[config.mk]
export PLATFORM = sky130hd
export DESIGN_NAME = periodic_sampler
export DESIGN_NICKNAME = d
export VERILOG_FILES = /design/src/rtl/periodic_sampler_pkg.sv /design/src/rtl/tick_gen.sv /design/src/rtl/periodic_sampler.sv
export SDC_FILE = /design/constraint.sdc
export NUM_CORES = 1
export LEC_CHECK = 0
export BUFFER_PORTS_ARGS = -buffer_cell sky130_fd_sc_hd__buf_2
export CAP_MARGIN = 5
export CORE_AREA = 3 3 114 94
export CTS_CLUSTER_DIAMETER = 60
export CTS_CLUSTER_SIZE = 30
export DETAILED_ROUTE_END_ITERATION = 7
export DIE_AREA = 0 0 117 97
export GPL_TIMING_DRIVEN = 0
export PLACE_DENSITY_LB_ADDON = 0.3
export SYNTH_ARGS = -nofsm -noshare
export SYNTH_HDL_FRONTEND = slang
export SYNTH_SLANG_ARGS = --single-unit
[constraint.sdc]
create_clock -name ck -period 2.4 [get_ports ck]
set_input_delay 0.36 -clock ck [delete_from_list [all_inputs] [get_ports ck]]
set_output_delay 0.36 -clock ck [all_outputs]
set_load 0.01 [all_outputs]
[src/rtl/periodic_sampler_pkg.sv]
// Shared types and the bit-search helper for periodic_sampler.
package periodic_sampler_pkg;

  localparam int unsigned DROP_CNT_W = 16;

  // Widest sample vector the search helper supports.
  localparam int unsigned MaxW    = 64;
  localparam int unsigned IdxMaxW = 6;

  typedef enum logic [1:0] {
    FIRST1_LSB = 2'b00,
    FIRST0_LSB = 2'b01,
    FIRST1_MSB = 2'b10,
    FIRST0_MSB = 2'b11
  } mode_e;

  typedef struct packed {
    logic                 hit;
    logic [IdxMaxW-1:0]   idx;
  } search_t;

  // first0 is first1 of the inverted vector; MSB-side search walks the bit-reversed
  // vector, so position i of the reversed view maps back to index width-1-i.
  function automatic search_t find_first(input logic [MaxW-1:0] v, input int width,
                                         input mode_e mode);
    search_t            r;
    logic [MaxW-1:0]    m;
    logic               found;
    logic               msb_side;
    logic [IdxMaxW-1:0] b;
    r        = '0;
    found    = 1'b0;
    msb_side = (mode == FIRST1_MSB) || (mode == FIRST0_MSB);
    m        = ((mode == FIRST0_LSB) || (mode == FIRST0_MSB)) ? ~v : v;
    for (int i = 0; i < int'(MaxW); i++) begin
      if (i < width && !found) begin
        b = msb_side ? IdxMaxW'(width - 1 - i) : IdxMaxW'(i);
        if (m[b]) begin
          found = 1'b1;
          r.hit = 1'b1;
          r.idx = b;
        end
      end
    end
    return r;
  endfunction

endpackage

[src/rtl/tick_gen.sv]
// Programmable divider: one-cycle tick every cfg_div+1 enabled cycles.
module tick_gen #(
  parameter int unsigned DIV_W = 8
) (
  input  logic             ck,
  input  logic             rst_n,
  input  logic             en,
  input  logic [DIV_W-1:0] cfg_div,
  output logic             tick
);

  logic [DIV_W-1:0] div_cnt_q, div_cnt_d;

  // Compare with >= so lowering cfg_div below the count ticks at once instead of wrapping.
  always_comb begin
    tick      = en && (div_cnt_q >= cfg_div);
    div_cnt_d = div_cnt_q;
    if (tick) begin
      div_cnt_d = '0;
    end else if (en) begin
      div_cnt_d = div_cnt_q + DIV_W'(1);
    end
  end

  // Divider counter state.
  always_ff @(posedge ck or negedge rst_n) begin
    if (!rst_n) begin
      div_cnt_q <= '0;
    end else begin
      div_cnt_q <= div_cnt_d;
    end
  end

endmodule

[src/rtl/periodic_sampler.sv]
// Periodic sampler: captures din on each divider tick, reports a mode-selected priority
// index, and offers the result on a valid/ready port. Define PERIODIC_SAMPLER_DROP_CNT_EN
// to add a saturating drop counter (drop_cnt) with clear (drop_clr).
module periodic_sampler
  import periodic_sampler_pkg::*;
#(
  parameter int unsigned WIDTH  = 16,
  parameter int unsigned DIV_W  = 8,
  parameter int unsigned USE_CG = 1
) (
  input  logic                     ck,
  input  logic                     rst_n,
  input  logic                     en,
  input  logic [DIV_W-1:0]         cfg_div,
  input  logic [1:0]               cfg_mode,
  input  logic [WIDTH-1:0]         din,
  output logic                     tick,
  output logic                     out_vld,
  input  logic                     out_rdy,
  output logic [WIDTH-1:0]         out_data,
  output logic [$clog2(WIDTH)-1:0] out_idx,
`ifdef PERIODIC_SAMPLER_DROP_CNT_EN
  input  logic                     drop_clr,
  output logic [DROP_CNT_W-1:0]    drop_cnt,
`endif
  output logic                     out_hit
);

  localparam int unsigned IdxW = $clog2(WIDTH);

  logic             cap, xfer, drop;
  logic             out_vld_q, out_vld_d;
  logic [WIDTH-1:0] data_q, data_d;
  logic [IdxW-1:0]  idx_q, idx_d;
  logic             hit_q, hit_d;
  search_t          srch;
  logic             unused_srch;

  tick_gen #(
    .DIV_W(DIV_W)
  ) u_tick_gen (
    .ck     (ck),
    .rst_n  (rst_n),
    .en     (en),
    .cfg_div(cfg_div),
    .tick   (tick)
  );

  // Capture/handshake decode and capture data path.
  always_comb begin
    cap       = tick && (!out_vld_q || out_rdy);
    xfer      = out_vld_q && out_rdy;
    drop      = tick && out_vld_q && !out_rdy;
    out_vld_d = out_vld_q;
    if (cap) begin
      out_vld_d = 1'b1;
    end else if (xfer) begin
      out_vld_d = 1'b0;
    end
    srch   = find_first(MaxW'(din), int'(WIDTH), mode_e'(cfg_mode));
    data_d = din;
    idx_d  = srch.idx[IdxW-1:0];
    hit_d  = srch.hit;
  end

  // Index bits above IdxW are always zero for legal WIDTH.
  assign unused_srch = ^srch.idx;

  // Valid flag stays on the free-running clock.
  always_ff @(posedge ck or negedge rst_n) begin
    if (!rst_n) begin
      out_vld_q <= 1'b0;
    end else begin
      out_vld_q <= out_vld_d;
    end
  end

  if (USE_CG != 0) begin : g_cg
    logic cg_en_l;
    logic gck;

    // Clock gate: enable latched while ck is low so gck cannot glitch.
    always_latch begin
      if (!ck) begin
        cg_en_l <= cap;
      end
    end
    assign gck = ck & cg_en_l;

    // Capture registers on the gated clock; every gck edge is a capture.
    always_ff @(posedge gck or negedge rst_n) begin
      if (!rst_n) begin
        data_q <= '0;
        idx_q  <= '0;
        hit_q  <= 1'b0;
      end else begin
        data_q <= data_d;
        idx_q  <= idx_d;
        hit_q  <= hit_d;
      end
    end
  end else begin : g_plain
    // Capture registers as enable flops on ck.
    always_ff @(posedge ck or negedge rst_n) begin
      if (!rst_n) begin
        data_q <= '0;
        idx_q  <= '0;
        hit_q  <= 1'b0;
      end else if (cap) begin
        data_q <= data_d;
        idx_q  <= idx_d;
        hit_q  <= hit_d;
      end
    end
  end

`ifdef PERIODIC_SAMPLER_DROP_CNT_EN
  logic [DROP_CNT_W-1:0] drop_cnt_q, drop_cnt_d;

  // Saturating drop count; a drop coinciding with clear leaves a count of one.
  always_comb begin
    drop_cnt_d = drop_cnt_q;
    if (drop_clr) begin
      drop_cnt_d = drop ? DROP_CNT_W'(1) : '0;
    end else if (drop && (drop_cnt_q != '1)) begin
      drop_cnt_d = drop_cnt_q + DROP_CNT_W'(1);
    end
  end

  // Drop counter state.
  always_ff @(posedge ck or negedge rst_n) begin
    if (!rst_n) begin
      drop_cnt_q <= '0;
    end else begin
      drop_cnt_q <= drop_cnt_d;
    end
  end

  assign drop_cnt = drop_cnt_q;
`else
  logic unused_drop;
  assign unused_drop = drop;
`endif

  assign out_vld  = out_vld_q;
  assign out_data = data_q;
  assign out_idx  = idx_q;
  assign out_hit  = hit_q;

endmodule

## Word-level counts from Yosys, hierarchy flattened

Cells that the tools add are included.

| storage, ports and cells | value |
|---|---|
| bits in registers | 30 |
| bits in latches | 1 |
| output and inout bits | 23 |

| cells by class | value |
|---|---|
| add/subtract/negate cells | 1 |
| magnitude comparators | 17 |
| eq/ne operators | 3 |
| multiplexer cells | 114 |
| bitwise operators | 2 |
| reductions and logical operators | 9 |

Operator list:

| cell | number |
|---|---|
| $mux W7 | 31 |
| $lt A4 B7 Y1 const B | 16 |
| $bmux W1 S6 | 16 |
| $mux W4 | 16 |
| $mux W64 | 1 |
| $not A16 Y64 | 1 |
| $mux W1 | 48 |
| $mux W8 | 2 |
| $add A8 B1 Y8 const B | 1 |
| $ge A8 B8 Y1 | 1 |
| $eq A2 B2 Y1 const B | 2 |
| $reduce_bool A2 Y1 | 2 |
| $logic_and A1 B1 Y1 | 3 |
| $logic_or A1 B1 Y1 | 3 |
| $eq A2 B1 Y1 const B | 1 |
| $and A1 B1 Y1 | 1 |
| $logic_not A1 Y1 | 1 |

## Longest topological paths before layout

| depth | value |
|---|---|
| depth after elaboration | 36 |
| depth in mapped cells | 9 |
| mapped depth without buffers | 9 |

## Cells and area by module

From an unflattened synthesis, not the netlist that was laid out.

| second synthesis, totals | value |
|---|---|
| cells, all modules | 301 |
| area total of the unflattened synthesis | 2477.4 µm² |

By module, submodules not included:

| module | times used | cells each | area an instance (µm²) | sequential area each (µm²) |
|---|---|---|---|---|
| periodic_sampler | 1 | 234 | 1854.3 | 550.5 |
| tick_gen | 1 | 67 | 623.1 | 200.2 |

==> flow_summary.html <==
<table>
<tr><th>Metric</th><th>Value</th></tr>
<tr><th colspan="2">Synthesis</th></tr>
<tr><td>Flop and latch count out of synthesis</td><td>31</td></tr>
<tr><td>Most instantiated flip-flop cell in the synthesis netlist</td><td>sky130_fd_sc_hd__dfrtp_1</td></tr>
<tr><td>Top cell types by occurrence after synthesis</td><td>30 x sky130_fd_sc_hd__dfrtp_1, 28 x sky130_fd_sc_hd__nor2_1, 24 x sky130_fd_sc_hd__nand2_1</td></tr>
<tr><td>Syn Area/Cell</td><td>8.30 um2</td></tr>
<tr><td>Cell with the most instances after synthesis</td><td>sky130_fd_sc_hd__dfrtp_1</td></tr>
<tr><td>Share of synthesized flip-flops with an asynchronous set or reset</td><td>0.968</td></tr>
<tr><td>Synth Warn #</td><td>0</td></tr>
<tr><td>Cell area after synthesis</td><td>2400 um2</td></tr>
<tr><td>Net count after synthesis</td><td>about 330</td></tr>
<tr><td>Synth top area share</td><td>0.313</td></tr>
<tr><td>Cells after synthesis</td><td>289</td></tr>
<tr><td>Dominant cell type by area after synthesis</td><td>sky130_fd_sc_hd__dfrtp_1</td></tr>
<tr><td>Cell types occupying the most area after synthesis</td><td>sky130_fd_sc_hd__dfrtp_1 31%, sky130_fd_sc_hd__ha_1 4.7%, sky130_fd_sc_hd__nor2_1 4.4%</td></tr>
<tr><td>Count of flip-flops with a built-in enable after synthesis</td><td>0</td></tr>
<tr><td>Synth unique cells</td><td>69</td></tr>
<tr><th colspan="2">Route</th></tr>
<tr><td>Residual DRC count</td><td>0</td></tr>
<tr><td>Number of DRC markers in iteration 0</td><td>240</td></tr>
<tr><td>Initial DRT Pass Iterations</td><td>4</td></tr>
<tr><td>Final Routed Wirelength</td><td>7640 um</td></tr>
<tr><td>Met1 Wirelength</td><td>between 3000 and 4000 um</td></tr>
<tr><td>Remaining number of nets flagged by the antenna check after routing</td><td>0</td></tr>
<tr><td>Met2 wirelength from detailed routing</td><td>3240 um</td></tr>
<tr><td>Vias after detailed routing</td><td>2580</td></tr>
<tr><td>Routed length on met3</td><td>691 um</td></tr>
<tr><td>Average vias per placed instance</td><td>5.20</td></tr>
<tr><td>Highest Signal Layer</td><td>met4</td></tr>
<tr><td>Wire length per cell after detailed routing</td><td>between 15 and 20 um</td></tr>
<tr><th colspan="2">Floorplan</th></tr>
<tr><td>Initial core utilization</td><td>0.250</td></tr>
<tr><td>Placeable Area</td><td>9610 um2</td></tr>
<tr><td>Height of the chip</td><td>about 97 um</td></tr>
<tr><td>Total Die Area</td><td>approximately 11000 um2</td></tr>
<tr><td>Boundary pin count</td><td>53</td></tr>
<tr><td>Horizontal die dimension</td><td>roughly 120 um</td></tr>
<tr><td>Number of rows in the core area</td><td>32</td></tr>
<tr><th colspan="2">Place</th></tr>
<tr><td>Detail Placement HPWL</td><td>5510 um</td></tr>
<tr><td>Weighted congestion reported at the end of routability-driven placement</td><td>0.926</td></tr>
<tr><td>Number of input and output port buffers inserted</td><td>51</td></tr>
<tr><td>Cell area reported after detailed placement</td><td>2800 um2</td></tr>
<tr><td>DP Cell Count</td><td>459</td></tr>
<tr><th colspan="2">Layout</th></tr>
<tr><td>Number of non-filler instances in the completed layout</td><td>496</td></tr>
<tr><td>Share of layout cells above drive strength 1</td><td>0.324</td></tr>
<tr><td>Area occupied by multi-input gates</td><td>1530 um2</td></tr>
<tr><td>Area growth from synthesis to final layout</td><td>43.3%</td></tr>
<tr><td>Number of antenna repair diodes</td><td>0</td></tr>
<tr><td>Final Net Count</td><td>416</td></tr>
<tr><td>Final core utilization</td><td>0.358</td></tr>
<tr><td>Fin area</td><td>3440 um2</td></tr>
<tr><td>Combined flip-flop and latch cell area</td><td>roughly 770 um2</td></tr>
<tr><td>Fillers</td><td>around 1.0k</td></tr>
<tr><th colspan="2">STA</th></tr>
<tr><td>Slew at the pin closest to its max-slew limit</td><td>674 ps</td></tr>
<tr><td>Fin. max-slew vios</td><td>0</td></tr>
<tr><td>Final cycle utilization of the critical path</td><td>1.03</td></tr>
<tr><td>Fmax achieved</td><td>403 MHz</td></tr>
<tr><td>Total setup violations reported at the end of the flow</td><td>2</td></tr>
<tr><td>Setup repair after global routing missed its margin</td><td>yes</td></tr>
<tr><td>Skew final</td><td>3.15 ps</td></tr>
<tr><td>Minimum clock period after layout</td><td>2480 ps</td></tr>
<tr><td>Setup tns final</td><td>-115 ps</td></tr>
<tr><td>Max-slew headroom</td><td>0.551</td></tr>
<tr><td>Number of endpoints with negative hold slack in the final report</td><td>0</td></tr>
<tr><td>PnR worst setup slack</td><td>-81.0 ps</td></tr>
<tr><th colspan="2">Critical path</th></tr>
<tr><td>Crit Path Category</td><td>register to output port</td></tr>
<tr><td>R2R Setup Slk</td><td>0 ps</td></tr>
<tr><td>Worst-path cell with the longest stage delay</td><td>sky130_fd_sc_hd__dfrtp_1</td></tr>
<tr><td>Cell breakdown of the critical path</td><td>inv_2 &gt; ha_4 &gt; nand2b_4 &gt; a21o_1 &gt; a21o_1 &gt; a21oi_2 &gt; o21a_2 &gt; nor2_4 &gt; buf_6</td></tr>
<tr><td>Critical Path AT</td><td>2120 ps</td></tr>
<tr><td>Launching point of the worst reg2reg path</td><td>u_tick_gen.div_cnt_q[0]</td></tr>
<tr><td>Most used cell, CP</td><td>sky130_fd_sc_hd__a21o_1</td></tr>
<tr><td>Crit path launch</td><td>u_tick_gen.div_cnt_q[0]</td></tr>
<tr><td>Endpoint type of the worst setup path</td><td>output port</td></tr>
<tr><td>Crit path buffers/inverters</td><td>2</td></tr>
<tr><td>Category of cells accounting for the largest share of critical-path delay</td><td>compound AO/OA/AOI/OAI gates</td></tr>
<tr><td>Stages on the worst setup path</td><td>9</td></tr>
<tr><td>Max FO, Critical Path</td><td>2</td></tr>
<tr><td>Critical Path End</td><td>tick</td></tr>
<tr><td>Data required time at the worst endpoint</td><td>between 2000 and 2500 ps</td></tr>
<tr><td>Critical register-to-register path endpoint</td><td>g_cg.cg_en_l</td></tr>
<tr><td>Delay of the slowest critical-path stage</td><td>380 ps</td></tr>
<tr><td>Crit start category</td><td>register</td></tr>
<tr><td>Worst reg2reg path depth</td><td>10</td></tr>
<tr><th colspan="2">Power</th></tr>
<tr><td>Net switching power</td><td>between 0.5 and 0.6 mW</td></tr>
<tr><td>Cell leakage power</td><td>~1.5 nW</td></tr>
<tr><td>Share of power burned in registers</td><td>0.183</td></tr>
<tr><td>Clk network pwr share</td><td>0.453</td></tr>
<tr><td>Power per Cell Area</td><td>472 nW/um2</td></tr>
<tr><td>Proportion of power drawn by combinational gates</td><td>0.364</td></tr>
<tr><td>Internal portion of total power</td><td>1.10 mW</td></tr>
<tr><td>Switching power as a share of total power</td><td>0.321</td></tr>
<tr><td>VDD IR max</td><td>between 0.2 and 0.3 mV</td></tr>
<tr><td>Power, Total</td><td>approximately 1.6 mW</td></tr>
<tr><th colspan="2">GRT</th></tr>
<tr><td>Antenna violations before repair</td><td>0</td></tr>
<tr><td>Largest net degree at the start of global routing</td><td>31</td></tr>
<tr><td>Global-route congestion overflow total</td><td>0</td></tr>
<tr><td>Overall track demand over capacity in global routing</td><td>0.136</td></tr>
<tr><td>Vias in the first global route</td><td>around 2.5k</td></tr>
<tr><td>Wire length of the first global-routing pass</td><td>12300 um</td></tr>
<tr><th colspan="2">Status</th></tr>
<tr><td>Violations in the final reports</td><td>negative setup slack</td></tr>
<tr><td>Status</td><td>complete, but fails checks</td></tr>
<tr><th colspan="2">Worst hold path</th></tr>
<tr><td>HP Class</td><td>input pin to register</td></tr>
<tr><th colspan="2">Job</th></tr>
<tr><td>Number of max-capacitance violations reported</td><td>0</td></tr>
<tr><th colspan="2">CTS</th></tr>
<tr><td>TritonCTS clock tree</td><td>yes</td></tr>
<tr><td>Clock latency of the later-clocked register in the worst-skew pair</td><td>570 ps</td></tr>
<tr><td>Clock-pin slew of the registers on the worst-case setup and hold paths</td><td>~40 ps</td></tr>
</table>
[worst register-to-register path: stages (launching register included)]
cell and delay, ps:
sky130_fd_sc_hd__dfrtp_1 350, sky130_fd_sc_hd__inv_2 60, sky130_fd_sc_hd__ha_4 250, sky130_fd_sc_hd__nand2b_4 100, sky130_fd_sc_hd__a21o_1 90, sky130_fd_sc_hd__a21o_1 110
sky130_fd_sc_hd__a21oi_2 50, sky130_fd_sc_hd__o21a_2 220, sky130_fd_sc_hd__buf_4 140, sky130_fd_sc_hd__buf_4 130, sky130_fd_sc_hd__a211oi_2 180
[through the flow]
step | hold slack, ps | worst slack (ps)
detailed placement | 226 | -168
global route | 150 | -153
finish | 107 | -81.0
global placement | 228 | -144
floorplan | 64.4 | 0
CTS | 79.1 | -105
[power groups by stage]
stage	Combinational [mW]	Clock [mW]	Sequential [mW]
detailed placement	0.463	0.00332	0.296
global placement	0.454	0.00332	0.295
finish	0.590	0.734	0.297
floorplan	0.316	0.00332	0.284
CTS	0.541	0.751	0.293
global route	0.658	0.756	0.304
[layout make-up]
| type | count | share of cell area |
|---|---|---|
| Inverter | 18 | 0.0197 |
| Buffer | 21 | 0.0426 |
| Multi-Input combinational cell | 218 | 0.446 |
| Clock buffer | 12 | 0.0812 |
| Clock inverter | 1 | 0.00146 |
| Tap cell | 119 | 0.0433 |
| Timing Repair Buffer | 76 | 0.143 |
| Sequential cell | 31 | 0.223 |
[routing by layer]
metal  GRT usage  vias up
met5           0        -
met4      0.0564        0
met3      0.0313       11
met2       0.193      124
met1       0.196     1223
li1            -     1222
[logic make-up after synthesis]
group                    after synthesis  share of synthesized area
adder cells (fa/ha/maj)                9                     0.0469
AO/OA/AOI/OAI                         74                      0.225
latches                                1                    0.00626
buffers and inverters                 40                     0.0887
flip-flops                            30                      0.313
XOR/XNOR                               6                     0.0219
AND/OR/NAND/NOR                      124                      0.275
multiplexers                           5                     0.0230
[repair_timing]
| item | CTS | global route |
|---|---|---|
| endpoints found under the hold margin | 46 | 0 |
| pin swaps | 5 | 3 |
| hold buffers | 17 | 0 |
| buffers inserted | 3 | 5 |
| resized for setup | 10 | 19 |
| setup endpoints to repair | 1 | 6 |
[sequential cells by signal, indices dropped and copies added (netlist names)]
name                  flops
out_vld                   1
g_cg.cg_en_l              1
u_tick_gen.div_cnt_q      8
out_idx                   4
out_hit                   1
out_data                 16
[worst min path at each step]
| stage | from | to | cells after the start | slack [ps] |
|---|---|---|---|---|
| finish | out_rdy | out_vld | 3 | 110 |
| global route | out_rdy | out_vld | 3 | 150 |
| CTS | out_rdy | out_vld | 3 | 80 |
| detailed placement | g_cg.cg_en_l | clock gate | 0 | 230 |
| global placement | g_cg.cg_en_l | clock gate | 0 | 230 |
| floorplan | rst_n | out_data[0] | 0 | 60 |
[cells in the final DEF (no fill, tap or decap), types with 4 or more instances in the layout]
cell type	count
sky130_fd_sc_hd__dfrtp_1	30
sky130_fd_sc_hd__nor3_1	13
sky130_fd_sc_hd__or3_1	6
sky130_fd_sc_hd__a21o_1	4
sky130_fd_sc_hd__a21oi_1	17
sky130_fd_sc_hd__inv_1	17
sky130_fd_sc_hd__nor3_2	4
sky130_fd_sc_hd__nand2_1	24
sky130_fd_sc_hd__nor3b_1	4
sky130_fd_sc_hd__o21ai_0	12
sky130_fd_sc_hd__nor2_1	26
sky130_fd_sc_hd__clkbuf_16	11
sky130_fd_sc_hd__dlygate4sd3_1	17
sky130_fd_sc_hd__buf_6	4
sky130_fd_sc_hd__buf_4	14
sky130_fd_sc_hd__nand4_1	4
sky130_fd_sc_hd__ha_1	8
sky130_fd_sc_hd__nand3_1	12
sky130_fd_sc_hd__buf_2	53
sky130_fd_sc_hd__and3_1	5
sky130_fd_sc_hd__a31oi_1	5
sky130_fd_sc_hd__clkbuf_1	5
sky130_fd_sc_hd__or4_1	4
(Power assumes the default switching activity.)
